--- src/rtl/pc_pkg.sv ---
// Shared definitions for the fetch-stage program counter.
// Op codes 5-7 are reserved and decode exactly like PC_SEQ.
package pc_pkg;

  localparam int unsigned PC_OP_W = 3;

  typedef enum logic [PC_OP_W-1:0] {
    PC_SEQ    = 3'd0,
    PC_BRANCH = 3'd1,
    PC_JUMP   = 3'd2,
    PC_CALL   = 3'd3,
    PC_RET    = 3'd4
  } pc_op_t;

endpackage

--- src/rtl/ret_addr_stack.sv ---
// Circular return-address stack with a top pointer and a saturating count.
// A push when full overwrites the oldest entry; a pop when empty is ignored.
module ret_addr_stack #(
  parameter int unsigned W     = 16,
  parameter int unsigned DEPTH = 4
) (
  input  logic                     clk,
  input  logic                     reset,
  input  logic                     push,
  input  logic                     pop,
  input  logic [W-1:0]             din,
  output logic [W-1:0]             top,
  output logic [$clog2(DEPTH):0]   count,
  output logic                     ovf,
  output logic                     unf
);

  localparam int unsigned PTR_W = $clog2(DEPTH);
  localparam int unsigned CNT_W = PTR_W + 1;

  logic [W-1:0]     mem_q [DEPTH];
  logic [PTR_W-1:0] top_q, top_d, wr_ptr;
  logic [CNT_W-1:0] cnt_q, cnt_d;
  logic             full, empty;

  assign full   = (cnt_q == CNT_W'(DEPTH));
  assign empty  = (cnt_q == '0);
  assign wr_ptr = top_q + PTR_W'(1);
  assign top    = mem_q[top_q];
  assign count  = cnt_q;
  assign ovf    = push && full;
  assign unf    = pop && !push && empty;

  // NOTE: every signal written here gets a default first so no latch is inferred.
  always_comb begin
    top_d = top_q;
    cnt_d = cnt_q;
    if (push) begin
      top_d = wr_ptr;
      if (!full) cnt_d = cnt_q + CNT_W'(1);
    end else if (pop && !empty) begin
      top_d = top_q - PTR_W'(1);
      cnt_d = cnt_q - CNT_W'(1);
    end
  end

  // NOTE: state registers use non-blocking assignments so all flops update together.
  always_ff @(posedge clk or posedge reset) begin
    if (reset) begin
      top_q <= '1;
      cnt_q <= '0;
    end else begin
      top_q <= top_d;
      cnt_q <= cnt_d;
    end
  end

  // NOTE: storage is deliberately not reset; a zero count already marks it invalid.
  always_ff @(posedge clk) begin
    if (push) mem_q[wr_ptr] <= din;
  end

endmodule

--- src/rtl/pc_unit.sv ---
// Program counter: next-PC mux, pc register, return-address stack and
// registered overflow/underflow pulses.
module pc_unit
  import pc_pkg::*;
#(
  parameter int unsigned PC_W      = 16,
  parameter int unsigned INC       = 1,
  parameter int unsigned RESET_VEC = 0,
  parameter int unsigned RAS_DEPTH = 4
) (
  input  logic                        clk,
  input  logic                        reset,
  input  logic                        stall,
  input  logic [2:0]                  op,
  input  logic [PC_W-1:0]             offset,
  input  logic [PC_W-1:0]             target,
  output logic [PC_W-1:0]             pc,
  output logic [PC_W-1:0]             pc_next,
  output logic [$clog2(RAS_DEPTH):0]  ras_count,
  output logic                        ras_full,
  output logic                        ras_empty,
  output logic                        ras_ovf,
  output logic                        ras_unf
);

  localparam int unsigned      CNT_W = $clog2(RAS_DEPTH) + 1;
  localparam logic [PC_W-1:0]  INC_V = PC_W'(INC);
  localparam logic [PC_W-1:0]  RST_V = PC_W'(RESET_VEC);

  logic [PC_W-1:0]  pc_q, pc_d, seq_pc, ras_top;
  logic [CNT_W-1:0] cnt;
  logic             ras_push, ras_pop, ovf_raw, unf_raw;
  logic             ovf_q, unf_q;

  assign seq_pc   = pc_q + INC_V;
  assign ras_push = !stall && (op == PC_CALL);
  assign ras_pop  = !stall && (op == PC_RET);

  ret_addr_stack #(
    .W     (PC_W),
    .DEPTH (RAS_DEPTH)
  ) u_ras (
    .clk   (clk),
    .reset (reset),
    .push  (ras_push),
    .pop   (ras_pop),
    .din   (seq_pc),
    .top   (ras_top),
    .count (cnt),
    .ovf   (ovf_raw),
    .unf   (unf_raw)
  );

  always_comb begin
    pc_d = seq_pc;
    if (stall) begin
      pc_d = pc_q;
    end else begin
      case (op)
        PC_BRANCH: pc_d = pc_q + offset;
        PC_JUMP,
        PC_CALL:   pc_d = target;
        PC_RET:    pc_d = ras_empty ? seq_pc : ras_top;
        default:   pc_d = seq_pc;
      endcase
    end
  end

  always_ff @(posedge clk or posedge reset) begin
    if (reset) begin
      pc_q  <= RST_V;
      ovf_q <= 1'b0;
      unf_q <= 1'b0;
    end else begin
      pc_q  <= pc_d;
      ovf_q <= ovf_raw;
      unf_q <= unf_raw;
    end
  end

  assign pc        = pc_q;
  assign pc_next   = pc_d;
  assign ras_count = cnt;
  assign ras_full  = (cnt == CNT_W'(RAS_DEPTH));
  assign ras_empty = (cnt == '0);
  assign ras_ovf   = ovf_q;
  assign ras_unf   = unf_q;

endmodule

--- config.mk ---
export PLATFORM = sky130hd
export DESIGN_NAME = pc_unit
export DESIGN_NICKNAME = d
export VERILOG_FILES = /design/src/rtl/pc_pkg.sv /design/src/rtl/ret_addr_stack.sv /design/src/rtl/pc_unit.sv
export SDC_FILE = /design/constraint.sdc
export NUM_CORES = 1
export LEC_CHECK = 0
export ABC_AREA = 1
export CORE_MARGIN = 2
export CORE_UTILIZATION = 42
export DETAILED_ROUTE_END_ITERATION = 8
export REMOVE_ABC_BUFFERS = 1
export SYNTH_ARGS = -nofsm -noshare
export SYNTH_HDL_FRONTEND = slang
export SYNTH_SLANG_ARGS = --single-unit
--- constraint.sdc ---
create_clock -name clk -period 3.1 [get_ports clk]
set_clock_uncertainty 0.1 [all_clocks]
set_input_delay 0.62 -clock clk [delete_from_list [all_inputs] [get_ports clk]]
set_output_delay 0.62 -clock clk [all_outputs]
set_load 0.1 [all_outputs]
==> summary.md <==
| Metric | Value |
|---|---|
| Number of max-cap violations | `0` |
| Tot Pwr | `6.27 mW` |
| GPL Wtd Cong | `0.898` |
| Worst setup EP type | `primary output` |
| Crit-path cells | `dlygate4sd2_1 > buf_4 > ha_1 > nand2_1 > nand2_2 > nand3_2 > nand2_4 > a21oi_1 > o21ai_1 > a21oi_1 > buf_4 > buf_12` |
| P_sw | `3.05 mW` |
| Pwr dens | `830 mW/mm^2` |
| Mean post-synth cell area | `8.12 sq um` |
| Die Wd | `116 microns` |
| Core Box Area | `0.0125 sq mm` |
| Pre-antenna DRT Iters | `5` |
| Post-layout util | `0.606` |
| Status | `finished, final reports clean` |
| Crit-path leading delay family | `buffers and inverters` |
| Top fanout value on the critical path | `4` |
| Clk_lat worst skew | `0.33 ns` |
| Required time worst endpoint | `2.38 ns` |
| Distinct cell type count after synthesis | `43` |
| Antenna-violating nets left | `0` |
| Fin. Hold Viols | `0` |
| Placed Instances | `942` |
| Final wirelength | `15300 microns` |
| Synth Instances | `653` |
| Commonest non-fill, non-tap cell in the layout | `nand2_1` |
| Num rows | `41` |
| Antenna diodes | `0` |
| M1 GR Usage | `0.325` |
| Synth top area cells | `edfxtp_1, nand2_1, dfrtp_1` |
| Area occupied by multi-input gates | `0.00280 sq mm` |
| Register share of total power | `0.263` |
| Post-synth top area share | `0.362` |
| Clk buf depth | `2` |
| Fraction of layout cells with a size suffix above 1 | `0.291` |
| Worst Path Buf+Inv | `4` |
| Clock Tree Root | `clkbuf_16` |
| Ys async rst share | `0.264` |
| Area grow syn2layout | `42.4%` |
| GRT busiest layer | `met2` |
| DR iter-0 viols | `337` |
| Final setup fails | `0` |
| Crit-path slowest cell | `ha_1` |
| Sw Ratio | `0.487` |
| Yosys warnings | `0` |
| Logic pwr share | `0.568` |
| H-tree depth | `3` |
| Starting density of the core | `0.425` |
| I/O pins | `77` |
| Pin count of the biggest net entering global routing | `36` |
| CTS tree | `done` |
| Post-layout net count | `846` |
| M2 GR Usage | `0.385` |
| Sequential-to-total area share from yosys stat | `0.471` |
| First-pass GRT wire length | `24200 microns` |
| Hold WS | `0.499 ns` |
| WL/cell | `15.8 microns` |
| Post-DP HPWL | `10900 microns` |
| Worst Path Arrival | `2.28 ns` |
| Pleak | `3.39 nW` |
| Clock Power Share | `0.169` |
| Crit path time final | `3.00 ns` |
| RSZ-0062 raised after global routing | `true` |
| CTS Buf Count | `9` |
| Clk sinks | `87` |
| Met3 Use GR | `0.0228` |
| Design area | `0.00755 sq mm` |
| Die H | `116 microns` |
| Gr usage total | `0.235` |
| Via/cell ratio | `5.07` |
| Antenna violations before repair | `0` |
| Setup TNS | `0 ns` |
| # fillers | `1045` |
| Startpoint Class | `input port` |
| Most frequent cells in the layout | `nand2_1, buf_4, inv_1` |
| #FFs+latches synth | `87` |
| Fin. max-slew vios | `0` |
| Post-synth EDFFs | `64` |
| Grt total ovfl | `0` |
| Largest area contributor in the netlist | `edfxtp_1` |
| FF/Latch Area | `0.00251 sq mm` |
| Worst slack, placed | `-0.306 ns` |
| PortBufs | `76` |
| Mapped cell area | `0.00530 sq mm` |
| Final Non-Filler Cells | `963` |
| CTS clock-pin slew for the worst setup and hold paths | `0.07 ns` |
| Int Power | `3.22 mW` |
| Area of placed instances | `0.00679 sq mm` |
| Synth Flop Type | `edfxtp_1` |
| Vias | `4879` |
| Fmax | `333 MHz` |
| Worst hold path type | `reg2reg` |
| Slew @ Worst Pin | `0.453 ns` |
| Maximum vdd drop | `0.673 mV` |
| Final worst setup slack | `0.100 ns` |
| Crit path largest cell delay | `0.28 ns` |
| Residual DRC | `0` |
| Die Footprint | `0.0135 sq mm` |
| Slew margin rel. | `0.697` |
| WS Path Type | `in2out` |
| Post-route clock period utilization | `0.968` |
| Vias in the first global route | `4763` |
==> state kept, by name (all words and copies together), names as in the netlist <==
signal and count:
u_ras.mem_q 64, ras_ovf 1, ras_unf 1, u_ras.count 3, pc 16, u_ras.top_q 2
==> power by group through the flow <==
stage | clock, mW | combinational, mW | sequential (mW)
2_1_floorplan | 0 | 1.59 | 2.21
4_1_cts | 1.08 | 3.45 | 1.63
6_report | 1.06 | 3.56 | 1.65
3_5_place_dp | 0 | 3.28 | 1.64
3_3_place_gp | 0 | 3.23 | 1.63
5_1_grt | 1.13 | 3.82 | 1.67
==> cell families after synthesis <==
kind of cell,after synthesis,synth area share
AND/OR/NAND/NOR,364,0.304
buffers and inverters,101,0.0772
AO/OA/AOI/OAI,65,0.0684
XOR/XNOR,14,0.0245
adder cells (fa/ha/maj),22,0.0547
flip-flops,87,0.471
==> final cells by class <==
type / count / share of cell area
Inverter: 84 / 0.0436
Clock inverter: 5 / 0.00547
Clock buffer: 11 / 0.0336
Timing Repair Buffer: 139 / 0.186
Multi-Input combinational cell: 465 / 0.371
Tap cell: 172 / 0.0285
Sequential cell: 87 / 0.332
==> cell usage after synthesis (3+ instances only) <==
cell / number
edfxtp_1: 64
inv_2: 6
nand2_1: 218
o21ai_0: 17
inv_1: 75
a31oi_1: 4
xnor2_1: 3
xor2_1: 10
nor3_1: 3
dfrtp_1: 21
nand3_1: 66
nor2_1: 49
nand4_1: 7
o21ai_1: 6
ha_1: 20
clkbuf_1: 6
a21oi_1: 31
buf_2: 8
or2_2: 6
==> worst paths after layout <==
path | cells after the start | end | slack [ns] | start
setup / recovery | 12 | pc_next[5] | 0.10 | offset[1]
hold / removal | 1 | u_ras.count[2] | 0.50 | u_ras.count[2]
setup reg to reg | 13 | pc[11] | 1.06 | pc[3]
hold reg to reg | 1 | u_ras.count[2] | 0.50 | u_ras.count[2]
max in group asynchronous | 3 | u_ras.top_q[0] | 2.06 | reset
min in group asynchronous | 3 | u_ras.count[2] | 0.54 | reset
==> routing by layer <==
| metal | part of all wire | vias to the layer above |
|---|---|---|
| met5 | 0 | - |
| met4 | 0.021 | 0 |
| met3 | 0.055 | 18 |
| met2 | 0.48 | 162 |
| met1 | 0.45 | 2303 |
| li1 | - | 2396 |
==> what timing repair did <==
action                                  in CTS  in global routing
gates resized for setup                     71                 49
buffers inserted                             3                  2
hold buffers                                 0                  0
endpoints found under the setup margin      16                 15
pin swaps                                   24                 24
(Power assumes the default switching activity.)
